File: src/rtl/move_sequencer.sv
// Move sequencer: turns debounced direction presses into a timed scroll of the tile grid.
// Optional build macro MOVE_QUEUE_EN adds a one-entry press queue for presses made during a move.
module move_sequencer #(
  parameter int STEPS    = 6,
  parameter int TICK_DIV = 250000
) (
  input  logic       clk,
  input  logic       rst_n,
  input  logic       btn_up,
  input  logic       btn_down,
  input  logic       btn_left,
  input  logic       btn_right,
  input  logic       up_enable,
  input  logic       down_enable,
  input  logic       left_enable,
  input  logic       right_enable,
  output logic [1:0] move_dir,
  output logic       move_active,
  output logic [2:0] scroll_step,
  output logic       step_pulse,
  output logic       move_done,
  output logic       move_rejected
);

  localparam int CNT_W = $clog2(TICK_DIV);
  localparam logic [CNT_W-1:0] TICK_LAST = CNT_W'(TICK_DIV - 1);
  localparam logic [CNT_W-1:0] TICK_PRE  = CNT_W'(TICK_DIV - 2);
  localparam logic [2:0]       STEP_LAST = 3'(STEPS - 1);

  typedef enum logic [1:0] {
    S_IDLE   = 2'd0,
    S_SCROLL = 2'd1,
    S_SETTLE = 2'd2
  } state_t;

  state_t           state_q;
  logic [CNT_W-1:0] tick_q;
  logic [2:0]       scroll_step_q;
  logic [1:0]       move_dir_q;
  logic             move_active_q;
  logic             step_pulse_q;
  logic             move_done_q;
  logic             move_rejected_q;

  logic [3:0] btn_vec_s;
  logic [3:0] en_vec_s;
  logic       btn_any_s;
  logic [1:0] btn_dir_s;
  logic       req_valid_s;
  logic [1:0] req_dir_s;
  logic       req_en_s;

  // Fixed priority up > down > left > right; bit 0 of the vector is up.
  function automatic logic [1:0] pick_dir(input logic [3:0] btns);
    if (btns[0]) begin
      return 2'd0;
    end else if (btns[1]) begin
      return 2'd1;
    end else if (btns[2]) begin
      return 2'd2;
    end else begin
      return 2'd3;
    end
  endfunction

  assign btn_vec_s = {btn_right, btn_left, btn_down, btn_up};
  assign en_vec_s  = {right_enable, left_enable, down_enable, up_enable};
  assign btn_any_s = |btn_vec_s;
  assign btn_dir_s = pick_dir(btn_vec_s);

`ifdef MOVE_QUEUE_EN
  logic       q_valid_q;
  logic [1:0] q_dir_q;

  // Press queue: holds the first press seen while a move runs, emptied in IDLE.
  always_ff @(posedge clk or negedge rst_n) begin
    if (!rst_n) begin
      q_valid_q <= 1'b0;
      q_dir_q   <= 2'd0;
    end else if (state_q == S_IDLE) begin
      q_valid_q <= 1'b0;
    end else if (!q_valid_q && btn_any_s) begin
      q_valid_q <= 1'b1;
      q_dir_q   <= btn_dir_s;
    end
  end

  // A queued press wins over a fresh press arriving in the same IDLE cycle.
  always_comb begin
    req_valid_s = 1'b0;
    req_dir_s   = 2'd0;
    if (q_valid_q) begin
      req_valid_s = 1'b1;
      req_dir_s   = q_dir_q;
    end else begin
      req_valid_s = btn_any_s;
      req_dir_s   = btn_dir_s;
    end
  end
`else
  // Only fresh presses are considered; presses during a move are discarded.
  always_comb begin
    req_valid_s = btn_any_s;
    req_dir_s   = btn_dir_s;
  end
`endif

  assign req_en_s = en_vec_s[req_dir_s];

  // Main sequencer FSM with all outputs registered.
  always_ff @(posedge clk or negedge rst_n) begin
    if (!rst_n) begin
      state_q         <= S_IDLE;
      tick_q          <= '0;
      scroll_step_q   <= 3'd0;
      move_dir_q      <= 2'd0;
      move_active_q   <= 1'b0;
      step_pulse_q    <= 1'b0;
      move_done_q     <= 1'b0;
      move_rejected_q <= 1'b0;
    end else begin
      step_pulse_q    <= 1'b0;
      move_done_q     <= 1'b0;
      move_rejected_q <= 1'b0;
      case (state_q)
        S_IDLE: begin
          tick_q        <= '0;
          scroll_step_q <= 3'd0;
          move_active_q <= 1'b0;
          if (req_valid_s) begin
            if (req_en_s) begin
              state_q       <= S_SCROLL;
              move_active_q <= 1'b1;
              move_dir_q    <= req_dir_s;
            end else begin
              move_rejected_q <= 1'b1;
            end
          end
        end
        S_SCROLL: begin
          // The strobe is raised one count early so it lands in the TICK_LAST cycle.
          if (tick_q == TICK_LAST) begin
            tick_q <= '0;
            if (scroll_step_q == STEP_LAST) begin
              state_q     <= S_SETTLE;
              move_done_q <= 1'b1;
            end else begin
              scroll_step_q <= scroll_step_q + 3'd1;
            end
          end else begin
            tick_q <= tick_q + 1'b1;
            if (tick_q == TICK_PRE) begin
              step_pulse_q <= 1'b1;
            end
          end
        end
        S_SETTLE: begin
          state_q       <= S_IDLE;
          move_active_q <= 1'b0;
          scroll_step_q <= 3'd0;
          tick_q        <= '0;
        end
        default: begin
          state_q       <= S_IDLE;
          move_active_q <= 1'b0;
          scroll_step_q <= 3'd0;
          tick_q        <= '0;
        end
      endcase
    end
  end

  assign move_dir      = move_dir_q;
  assign move_active   = move_active_q;
  assign scroll_step   = scroll_step_q;
  assign step_pulse    = step_pulse_q;
  assign move_done     = move_done_q;
  assign move_rejected = move_rejected_q;

endmodule

File: config.mk
export PLATFORM = sky130hd
export DESIGN_NAME = move_sequencer
export DESIGN_NICKNAME = d
export VERILOG_FILES = /design/src/rtl/move_sequencer.sv
export SDC_FILE = /design/constraint.sdc
export NUM_CORES = 1
export LEC_CHECK = 0
export ABC_CLOCK_PERIOD_IN_PS = 2500
export CAP_MARGIN = 0
export CORE_ASPECT_RATIO = 0.7
export CORE_MARGIN = 2
export CORE_UTILIZATION = 25
export DETAILED_ROUTE_END_ITERATION = 16
export DONT_BUFFER_PORTS = 1
export PLACE_DENSITY = 0.44
export SYNTH_ARGS = -nofsm -noshare
export SYNTH_HDL_FRONTEND = slang
export SYNTH_SLANG_ARGS = --single-unit
File: constraint.sdc
create_clock -name clk -period 2.5 [get_ports clk]
set_input_delay 0.5 -clock clk [delete_from_list [all_inputs] [get_ports clk]]
set_output_delay 0.5 -clock clk [all_outputs]
set_load 0.05 [all_outputs]
==> impl_metrics.yaml <==
layout:
  multiInputGateArea_um2: 698.2
  layout_commonest_cell: "dfrtp_1"
  synthToLayoutAreaGrowth_pct: 13.40
  final_area_um2: 1673
  final_cell_mix: "dfrtp_1 (29), nor2_1 (21), nor4_1 (12)"
  seq_area_um2: 725.7
  nFillCells: 602
  layout-drive-gt1-share_pct: 9.032
  final_nets: 169
  antenna_cells: 0
synthesis:
  post_synth_fa_ha_maj_area_fraction_pct: 3.393
  synth.top_cell.area_share_pct: 49.19
  synth_xor_area_share_pct: 8.906
  yosys.area_share.simple_pct: 25.45
  synth_nets: 162
  muxShareOfSynthArea_pct: 2.205
  synth_top_family_by_area: "simple AND/OR/NAND/NOR gates"
  synth_warnings: 0
  yosys.area.top_type: "dfrtp_1"
  synth_compound_area_share_pct: 7.379
  ys_types: 32
  seq_area_frac_synth_pct: 49.19
  synth.cell_area_um2: 1475
  synthTopCellsByArea: "dfrtp_1 (49%), xnor2_1 (5.9%), nor2_1 (5.3%)"
  synth_seq_cells: 29
  netlist_instances: 148
  syn_avg_cell_area_um2: 9.967
status:
  status: "complete, no violations"
power:
  p_comb_share_pct: 2.7
  p_seq_share_pct: 54.2
  power_switching_w: 0.0001851
  vdd_drop_max_mv: 0.1597
  swShare_pct: 20.93
  p_clk_share_pct: 43.2
  power.leakage_nw: 0.6685
  pwr_density_cell_nw_per_um2: 528.6
  p_int_w: 0.0006992
die:
  dieHeight_um: 68.27
  ioPinCount: 19
  start_util_pct: 25.89
  fp.dieW_um: 95.81
  rows: 23
  dieArea_um2: 6541
  core_region_area_um2: 5698
clock_tree:
  cts_max_path_buffers: 2
  cts_buffers: 5
  cts_max_level: 2
  cts_root_buf: "clkbuf_8"
  clock_sinks: 29
  cts_tree: "yes"
  clk_pin_slew_ns: 0.06
  clock_latency_ns: 0.27
global_routing:
  gr-usage-all-layers_pct: 10.71
  antenna_found_initial: 0
  grt_pass1_vias: 1082
  grt_max_degree: 30
  grt_overflow: 0
  grt_pass1_wl_um: 5237
setup_path:
  critPathKind: "reg -> reg"
  cp_cell_sequence: "nand4bb_1 > or4_1 > o21ai_4 > nor2_1"
  rr_worst_depth: 4
  slowest_delay_ns: 0.66
  critPathLaunchType: "register"
  cp_data_arrival_time_ns: 2.20
  cp_num_cells: 4
  critPathTopFamily: "simple AND/OR/NAND/NOR gates"
  path_buf_inv: 0
  critPathRequiredTime_ns: 2.64
  crit_slowest_cell: "or4_1"
  path_max_fanout: 19
  cp-end-kind: "register"
place:
  gp_congestion: 0.7980
  hpwl_um: 2319
  pre_cts_ws_ns: 0.4336
  portBuffers: 0
  placed_area_um2: 1567
timing:
  fin_setup_tns_ns: 0
  relSlewSlack_pct: 50.15
  tightest_slew_ns: 0.7408
  hold_viol: 0
  setup_viol: 0
  rsz0062_at_grt: "false"
  max_freq_mhz: 484.1
  period_share_pct: 82.62
  fin_crit_ns: 2.066
  setup_ws_ns: 0.4345
  drv_slew: 0
  final.setup_skew_ns: 0.003951
detailed_routing:
  vias_per_cell: 4.765
  final_antenna_net_count: 0
  routed_wl_um: 3206
  drtPass1Iterations: 4
  vias: 1096
  drc: 0
  wl_per_cell_um: 13.94
  dr.first_iter.drc_count: 73
worst_hold_path:
  hp-class: "in -> async"
flow_run:
  cap_violations: 0
-- synth_stat cells --
cell type,instances
a21oi_1,3
a221oi_1,1
a311oi_1,2
a31o_2,1
a31oi_1,2
a32o_1,2
and2_1,2
and4_1,1
buf_2,2
buf_6,1
clkbuf_1,1
dfrtp_1,29
ha_1,4
inv_1,7
mux2_2,2
mux2i_1,1
nand2_1,9
nand2b_1,2
nand3_1,8
nand4_1,6
nand4b_1,2
nand4bb_1,1
nor2_1,21
nor2b_1,2
nor3_1,4
nor3b_1,1
nor4_1,12
o21ai_0,2
o21ai_4,1
or4_1,1
xnor2_1,10
xor2_1,5
-- logic make-up (layout without fill, tap and decap cells) --
group,after synthesis,after routing
buffers and inverters,11,18
XOR/XNOR,15,15
multiplexers,3,3
adder cells (fa/ha/maj),4,4
AND/OR/NAND/NOR,72,72
AO/OA/AOI/OAI,14,14
flip-flops,29,29
-- final timing paths --
check	from	end	slack [ns]
min reg2reg	state_q[1]	move_rejected	0.48
max reg2reg	tick_q[6]	tick_q[13]	0.43
max	tick_q[6]	tick_q[13]	0.43
min in group clk	state_q[1]	move_rejected	0.48
min	rst_n	tick_q[15]	0.05
max in group asynchronous	rst_n	state_q[1]	2.29
-- power groups by stage --
stage | logic [W] | registers (W) | clock network [W]
global route | 0.0000273 | 0.000479 | 0.000418
CTS | 0.0000250 | 0.000479 | 0.000397
detailed placement | 0.0000117 | 0.000487 | 0
floorplan | 0.00000996 | 0.000487 | 0
global placement | 0.0000108 | 0.000487 | 0
finish | 0.0000238 | 0.000479 | 0.000382
-- area by class of cell --
| cell class | count | share of cell area [%] |
|---|---|---|
| multi-input cells | 108 | 41.74 |
| clock buffers | 7 | 5.161 |
| inverters | 7 | 1.571 |
| flip-flops and latches | 29 | 43.38 |
| well taps | 75 | 5.610 |
| repair buffers | 4 | 2.543 |
-- routing by layer --
metal | vias up | wire length [um] | GRT usage (%)
li1 | 544 | - | -
met1 | 522 | 1631 | 14.87
met2 | 24 | 1318 | 14.77
met3 | 6 | 202 | 3.744
met4 | 0 | 55 | 5.000
met5 | - | 0 | 0
-- metrics by stage --
stage          total power (W)  utilization (%)  cells  hold slack, ns
4_1_cts              0.0009011            29.36    230         0.04351
2_1_floorplan        0.0004972                -    148          0.2044
6_report             0.0008843            29.36    230         0.04583
3_3_place_gp         0.0004983            27.49    222          0.2054
3_5_place_dp         0.0004991            27.49    222          0.2053
5_1_grt              0.0009235            29.36    230         0.04634
-- sequential cells by signal, summed over array words and instances (netlist names) --
name           flops
move_rejected      1
state_q            2
move_done          1
scroll_step        3
move_dir           2
move_active        1
tick_q            18
step_pulse         1
-- what timing repair did --
item,CTS,global route
endpoints found under the hold margin,29,0
buffers inserted,0,0
gates resized for setup,0,0
hold buffers,1,0
No activity file was read; power rests on OpenSTA's default activity.
